===== src/rtl/pwm_generador_fsw.sv =====
// Fsw-locked PWM generator: measures the Fsw period and drives a
// double-buffered duty-cycle output aligned to Fsw rising edges.
module pwm_generador_fsw #(
  parameter int unsigned CNT_W      = 16,
  parameter int unsigned DUTY_W     = 8,
  parameter int unsigned MIN_PERIOD = 4
) (
  input  logic              Clk,
  input  logic              Reset,
  input  logic              Fsw,
  input  logic              Enable,
  input  logic [DUTY_W-1:0] Duty,
  input  logic              Duty_Load,
  output logic              PWM_out,
  output logic [CNT_W-1:0]  Period,
  output logic              Period_Valid,
  output logic              Fault
);

  localparam int unsigned PW = CNT_W + DUTY_W;
  localparam logic [CNT_W-1:0]  CMAX = '1;
  localparam logic [CNT_W-1:0]  CHIT = CMAX - 1'b1;
  localparam logic [DUTY_W-1:0] DMAX = '1;
  localparam logic [CNT_W-1:0]  MINP = CNT_W'(MIN_PERIOD);

  logic              r_s1;
  logic              r_s2;
  logic              r_s3;
  logic [CNT_W-1:0]  r_cnt;
  logic              r_first;
  logic [CNT_W-1:0]  r_period;
  logic              r_pv;
  logic              r_fault;
  logic [DUTY_W-1:0] r_shadow;
  logic [DUTY_W-1:0] r_act;
  logic [CNT_W-1:0]  r_thr;
  logic              r_pwm;

  logic              w_rise;
  logic              w_sat;
  logic              w_hit;
  logic [CNT_W-1:0]  w_meas;
  logic [PW-1:0]     w_prod;
  logic [CNT_W-1:0]  w_thr;
  logic              w_accept;
  logic              w_on;

  assign w_rise   = r_s2 & ~r_s3;
  assign w_sat    = (r_cnt == CMAX);
  // Fault fires on the edge where the counter lands on its ceiling.
  assign w_hit    = ~w_rise & (r_cnt == CHIT);
  assign w_meas   = r_cnt + 1'b1;
  assign w_prod   = PW'(w_meas) * PW'(r_shadow);
  assign w_thr    = CNT_W'(w_prod >> DUTY_W);
  assign w_accept = w_rise & r_first & ~w_sat & (w_meas >= MINP);
  assign w_on     = Enable & r_pv & ~r_fault &
                    ((r_act == DMAX) | (r_cnt < r_thr));

  always_ff @(posedge Clk or negedge Reset) begin
    if (!Reset) begin
      r_s1 <= 1'b0;
      r_s2 <= 1'b0;
      r_s3 <= 1'b0;
    end else begin
      r_s1 <= Fsw;
      r_s2 <= r_s1;
      r_s3 <= r_s2;
    end
  end

  always_ff @(posedge Clk or negedge Reset) begin
    if (!Reset) begin
      r_cnt <= '0;
    end else if (w_rise) begin
      r_cnt <= '0;
    end else if (!w_sat) begin
      r_cnt <= r_cnt + 1'b1;
    end
  end

  always_ff @(posedge Clk or negedge Reset) begin
    if (!Reset) begin
      r_shadow <= '0;
    end else if (Duty_Load) begin
      r_shadow <= Duty;
    end
  end

  always_ff @(posedge Clk or negedge Reset) begin
    if (!Reset) begin
      r_first  <= 1'b0;
      r_period <= '0;
      r_pv     <= 1'b0;
      r_fault  <= 1'b0;
      r_act    <= '0;
      r_thr    <= '0;
    end else if (w_hit) begin
      r_fault <= 1'b1;
      r_pv    <= 1'b0;
      r_first <= 1'b0;
    end else if (w_rise && !r_first) begin
      r_first <= 1'b1;
    end else if (w_accept) begin
      r_period <= w_meas;
      r_pv     <= 1'b1;
      r_fault  <= 1'b0;
      r_act    <= r_shadow;
      r_thr    <= w_thr;
    end
  end

  always_ff @(posedge Clk or negedge Reset) begin
    if (!Reset) begin
      r_pwm <= 1'b0;
    end else begin
      r_pwm <= w_on;
    end
  end

  assign PWM_out      = r_pwm;
  assign Period       = r_period;
  assign Period_Valid = r_pv;
  assign Fault        = r_fault;

endmodule


===== config.mk =====
export PLATFORM = sky130hd
export DESIGN_NAME = pwm_generador_fsw
export DESIGN_NICKNAME = d
export VERILOG_FILES = /design/src/rtl/pwm_generador_fsw.sv
export SDC_FILE = /design/constraint.sdc
export NUM_CORES = 1
export LEC_CHECK = 0
export CAP_MARGIN = 5
export CELL_PAD_IN_SITES_DETAIL_PLACEMENT = 1
export CELL_PAD_IN_SITES_GLOBAL_PLACEMENT = 1
export CORE_ASPECT_RATIO = 1.4
export CORE_UTILIZATION = 35
export CTS_BUF_LIST = sky130_fd_sc_hd__clkbuf_4 sky130_fd_sc_hd__clkbuf_8
export DETAILED_ROUTE_END_ITERATION = 8
export MAX_ROUTING_LAYER = met4
export PLACE_DENSITY_LB_ADDON = 0.25
export SKIP_LAST_GASP = 1
export SLEW_MARGIN = 40
export SYNTH_ARGS = -nofsm -noshare
export SYNTH_HDL_FRONTEND = slang
export SYNTH_SLANG_ARGS = --single-unit

===== constraint.sdc =====
create_clock -name Clk -period 12.34 [get_ports Clk]
set_clock_uncertainty 0.15 [all_clocks]
set_input_delay 2.468 -clock Clk [delete_from_list [all_inputs] [get_ports Clk]]
set_output_delay 2.468 -clock Clk [all_outputs]
set_load 0.1 [all_outputs]

* Word level (Yosys, flattened, before mapping)
Index checks and enable logic that the tools add are counted.
** Word-level totals
- Flip-flop bits (word level) :: 71
- Input port bits :: 13
- Output and inout port bits :: 19
- Logic and storage cells :: 52
** Cells by class
- Add/sub/neg operators :: 1
- $mul :: 1
- Magnitude comparators :: 2
- Equal/unequal tests :: 5
- Mux-type cells :: 10
- Bitwise operators :: 15
- Reductions and logical operators :: 6
** Operators with widths (number)
- 16-bit equality test, second input constant :: 2
- 16-bit two-way mux :: 2
- 16-bit by 8-bit multiplier with 24-bit output :: 1
- 16-bit by 1-bit adder with 16-bit output, second input constant :: 1
- 16-bit by 3-bit >= comparator with 1-bit output, second input constant :: 1
- 16-bit < comparator :: 1
- 1-bit bitwise AND :: 8
- 8-bit equality test, second input constant :: 1
- 1-bit two-way mux :: 8
- 1-bit NOT :: 6
- 2-bit inequality test, second input constant :: 2
- 2-bit nonzero test :: 2
- 3-bit AND reduction :: 1
- 2-bit AND reduction :: 1
- 1-bit logical AND :: 1
- 1-bit zero test :: 1
- 1-bit bitwise OR :: 1

* Longest topological paths before layout
- Depth after elaboration :: 8
- Gate-level depth with buffers :: 22

* Worst setup path after synthesis
No wires, ideal clock.
- Kind :: reg-to-reg
- Start :: register r_cnt[1]
- End :: register r_thr[15]
- Library setup time :: 0.122 ns
- Arrival :: 5.660 ns
- Data required time :: 12.068 ns
- Setup slack :: 6.408 ns
- Cell stages (with the launch flop) :: 22
- Buffers on the path :: 1
- Period minus slack after synthesis :: 5.932 ns
- Path through :: dfrtp_1 -> ha_1 -> clkbuf_1 -> nand3_1 -> o21a_1 -> nor2_1 -> nor2b_1 -> fa_1 -> fa_1 -> fa_1 -> inv_1 -> fa_1 -> inv_1 -> ha_1 -> a21o_1 -> a21o_1 -> a22o_1 -> a311oi_2 -> o21ai_1 -> a21oi_1 -> mux2i_1 -> nand2_1
** Between the ends
- Word-level cells in the longest chain between the ends :: 5
- Elaborated cells between the ends (all ways) :: 11
** RTL lines
- start: declaration :: line 29 : logic [CNT_W-1:0] r_cnt;
- start signal: assignment :: line 77 : r_cnt <= r_cnt + 1'b1;
- branches (longest 5 deep; another with 16-bit by 8-bit multiplier with 24-bit output)
- end signal: assignment :: line 108 : r_thr <= w_thr;
- end: declaration :: line 36 : logic [CNT_W-1:0] r_thr;
Parallel ways; which one is timed is not known.
A chain may end at the register's enable or synchronous reset.

* Final worst setup path
- Start :: register r_cnt[0]
- End :: register r_thr[14]
Same word-level chain as after synthesis.

==> metrics <==
result of the run finished, final reports clean; flip-flop and latch count after synthesis 71; final period demand of the worst path 6.851 ns; WHS Path Cells 0; Crit Path Class flop to flop; launch point of the worst reg-to-reg path r_cnt[0]; initial cell density of the core 35.83%; core region area 0.01992 sq mm; number of instances in the synthesized netlist 741; multiplexer share of the synthesized area 3.349%; setup repair after global routing missed its margin no; global placement routability congestion 0.8478; count of buffers inserted at the top-level ports 31; simple-gate portion of the synthesized area 18.37%; area enclosed by the die boundary 0.02097 sq mm; Cell Area, Synth 0.007137 sq mm; number of optimization iterations in the first detailed-route pass 4; clock-pin slew of the registers on the worst-case setup and hold paths 0.11 ns; remaining max-slew budget at the tightest pin 45.51%; Power Density 129.7 mW/mm^2; Synth area leader sky130_fd_sc_hd__dfrtp_1; worst reg2reg path depth 20; antenna violations before repair 0; Crit path required time 12.43 ns; CTS tree yes; layout cells sized above 1 9.269%; source of the worst hold timing path r_s1; worst reg-to-reg setup slack 5.49 ns; maximum number of pins on one net before global-route repair 72; largest voltage drop on the vdd net 0.06119 mV; post-CTS setup-driven buffer insertion count 0; f_max 146.0 MHz; overall routing resource usage 21.16%; # IOs 32; initial DRC count 171; syn nets 896; clock root buffer sky130_fd_sc_hd__clkbuf_8; CP Launch Type flop; # placed instances 1,002; clock network latency to the later pin of the worst-skew pair 0.38 ns; Hold Violations, Final 0; setup TNS 0 ns; worst r2r dst r_thr[14]; routed via count divided by cell count 5.117; number of nets still failing antenna checks after routing 0; diodes inserted 0; cell leakage power 3.827 nW; detail-routed net length per standard cell 18.70 um; count of maximum capacitance violations 0; Worst-Margin Slew 0.8143 ns; fin nets 916; cell types occupying the most area after synthesis sky130_fd_sc_hd__dfrtp_1 25%, sky130_fd_sc_hd__fa_1 23%, sky130_fd_sc_hd__ha_1 10%; number of failing setup endpoints in the final timing report 0; Clock H-tree levels 3; share of flip-flops with an asynchronous set or reset after synthesis 100.0%; total clock buffers created by CTS 9; Main synth FF type sky130_fd_sc_hd__dfrtp_1; total number of vias 5,209; clk buf depth 2; number of placement rows 61; number of global-route vias before repair 5,944; height of the die 171.0 um; floorplan die width 122.7 um; synthesized-area fraction occupied by xor and xnor cells 3.313%; CP Max Fanout 15; largest family of logic cells by synthesized area adder cells; Post-synth EDFFs 0; number of buffers added to fix hold violations after cts 0; Area growth syn-to-layout 10.08%; Yosys top cell area share 24.89%; sum of net half-perimeters after detailed placement 14,480 um; library cell with the highest instance count after synthesis sky130_fd_sc_hd__inv_1; Worst Hold Path EP r_s2; residual overflow from global routing 0; average cell area after synthesis 9.631 sq um; path category of the worst min-delay check flop to flop; wirelength, routed 19,040 um; Final Max Slew Viols 0; post-synthesis share of cell area spent on full adders, half adders and majority gates 33.63%; Seq/Total Area, Yosys 24.89%; non-filler instance count after layout 1,018; Critical Path End Type flop; Ys Warns 0; post_cts resized 0; detailed-route DRC error count 0; complex-gate fraction of the synthesized area 8.538%; final hold slack 0.2209 ns; fin crit share 55.52%; Num Clock Sinks 71; arrival time at the worst endpoint 6.94 ns; count of distinct cell types in the synthesized netlist 40; most instantiated cells after synthesis 112 x sky130_fd_sc_hd__inv_1, 106 x sky130_fd_sc_hd__nor2b_1, 83 x sky130_fd_sc_hd__fa_1; global-route wire length before repair 32,130 um
[cells in the final DEF, fill, tap and decap left out, types with 3 or more instances in the layout]
cell | netlist | final
sky130_fd_sc_hd__inv_1 | 112 | 112
sky130_fd_sc_hd__nor2b_1 | 106 | 106
sky130_fd_sc_hd__fa_1 | 83 | 83
sky130_fd_sc_hd__dfrtp_1 | 71 | 71
sky130_fd_sc_hd__ha_1 | 59 | 59
sky130_fd_sc_hd__nand2_1 | 50 | 50
sky130_fd_sc_hd__o21ai_0 | 39 | 39
sky130_fd_sc_hd__a21oi_1 | 30 | 30
sky130_fd_sc_hd__nor2_1 | 26 | 26
sky130_fd_sc_hd__buf_2 | 7 | 19
sky130_fd_sc_hd__xnor2_1 | 14 | 14
sky130_fd_sc_hd__a21o_1 | 12 | 12
sky130_fd_sc_hd__mux2_2 | 11 | 11
sky130_fd_sc_hd__clkdlybuf4s50_1 | 0 | 11
sky130_fd_sc_hd__nand4_1 | 10 | 10
sky130_fd_sc_hd__nand2b_1 | 10 | 10
sky130_fd_sc_hd__xor2_1 | 13 | 10
sky130_fd_sc_hd__and2_1 | 9 | 9
sky130_fd_sc_hd__nor3_1 | 9 | 9
sky130_fd_sc_hd__clkbuf_8 | 0 | 9
sky130_fd_sc_hd__nand3_1 | 9 | 8
sky130_fd_sc_hd__buf_4 | 0 | 8
sky130_fd_sc_hd__mux2_4 | 7 | 7
sky130_fd_sc_hd__o21a_1 | 5 | 5
sky130_fd_sc_hd__nor4_1 | 4 | 4
sky130_fd_sc_hd__xor2_2 | 0 | 3
sky130_fd_sc_hd__a211oi_1 | 3 | 3
sky130_fd_sc_hd__inv_6 | 0 | 3
[critical path: stages (launching register included)]
cell and delay [ns]:
sky130_fd_sc_hd__dfrtp_1 0.66, sky130_fd_sc_hd__ha_1 0.43, sky130_fd_sc_hd__nand3_1 0.15, sky130_fd_sc_hd__o21a_1 0.22
sky130_fd_sc_hd__nor2_1 0.54, sky130_fd_sc_hd__nor2b_1 0.15, sky130_fd_sc_hd__fa_1 0.53, sky130_fd_sc_hd__fa_1 0.51
sky130_fd_sc_hd__fa_1 0.55, sky130_fd_sc_hd__inv_1 0.05, sky130_fd_sc_hd__fa_1 0.52, sky130_fd_sc_hd__inv_1 0.04
sky130_fd_sc_hd__ha_1 0.34, sky130_fd_sc_hd__a21o_1 0.19, sky130_fd_sc_hd__a21o_1 0.18, sky130_fd_sc_hd__a22o_1 0.23
sky130_fd_sc_hd__a311oi_2 0.53, sky130_fd_sc_hd__o21ai_1 0.19, sky130_fd_sc_hd__a21oi_1 0.27, sky130_fd_sc_hd__xor2_1 0.17
sky130_fd_sc_hd__o21ai_0 0.08
[power by group]
group	total [mW]	leakage, nW	internal (mW)	switching, mW
Sequential	0.310	0.927	0.265	0.0450
Clock	0.234	0.119	0.119	0.115
Combinational	0.475	2.78	0.184	0.291
Total	1.02	3.83	0.567	0.451
[cells by family (layout without fill, tap and decap cells)]
logic type	after synthesis	count (layout)
and+or+nand+nor	240	240
xor gates and xnor gates	27	27
muxes	19	19
DFF	71	71
buffers and inverters	142	167
adders and majority gates	142	142
AOI/OAI and AO/OA	100	100
[metrics by stage]
step / util [%] / worst slack (ns) / power (mW) / instance area (sq um)
after detailed placement: 38.21 / 5.317 / 0.7994 / 7611
final: 39.44 / 5.489 / 1.019 / 7856
after CTS: 39.38 / 5.308 / 1.038 / 7844
after global placement: 38.59 / 5.554 / 0.7819 / 7687
after floorplan: - / 6.408 / 0.6703 / 7137
after global routing: 39.44 / 5.078 / 1.108 / 7856
[final cells by class]
cell class | instances | area (sq um)
fillers | 2257 | 12060
clock buffers | 9 | 123.9
well taps | 252 | 315.3
flip-flops and latches | 71 | 1777
repair buffers | 39 | 276.5
inverters | 112 | 420.4
multi-input cells | 528 | 4835
clock inverters | 7 | 108.9
[routing by layer]
| layer | global-route usage (%) | share of wire, % | vias up |
|---|---|---|---|
| li1 | - | - | 2393 |
| met1 | 23.23 | 39 | 2722 |
| met2 | 38.54 | 56 | 62 |
| met3 | 2.433 | 1.7 | 32 |
| met4 | 8.059 | 3.4 | 0 |
| met5 | - | 0 | - |
[sequential cells by signal (all words and copies together) (netlist names)]
name / count
Fault: 1
PWM_out: 1
Period: 16
Period_Valid: 1
r_act: 8
r_cnt: 16
r_first: 1
r_s1: 1
r_s2: 1
r_s3: 1
r_shadow: 8
r_thr: 16
[worst max-delay path by stage]
stage / start / endpoint / depth (start not counted)
final: r_cnt[0] / r_thr[14] / 20
after global routing: r_cnt[0] / r_thr[15] / 20
after CTS: r_cnt[2] / r_thr[15] / 21
after detailed placement: r_cnt[2] / r_thr[14] / 21
after global placement: r_cnt[2] / r_thr[14] / 21
after floorplan: r_cnt[1] / r_thr[15] / 21
(Power assumes the default switching activity.)
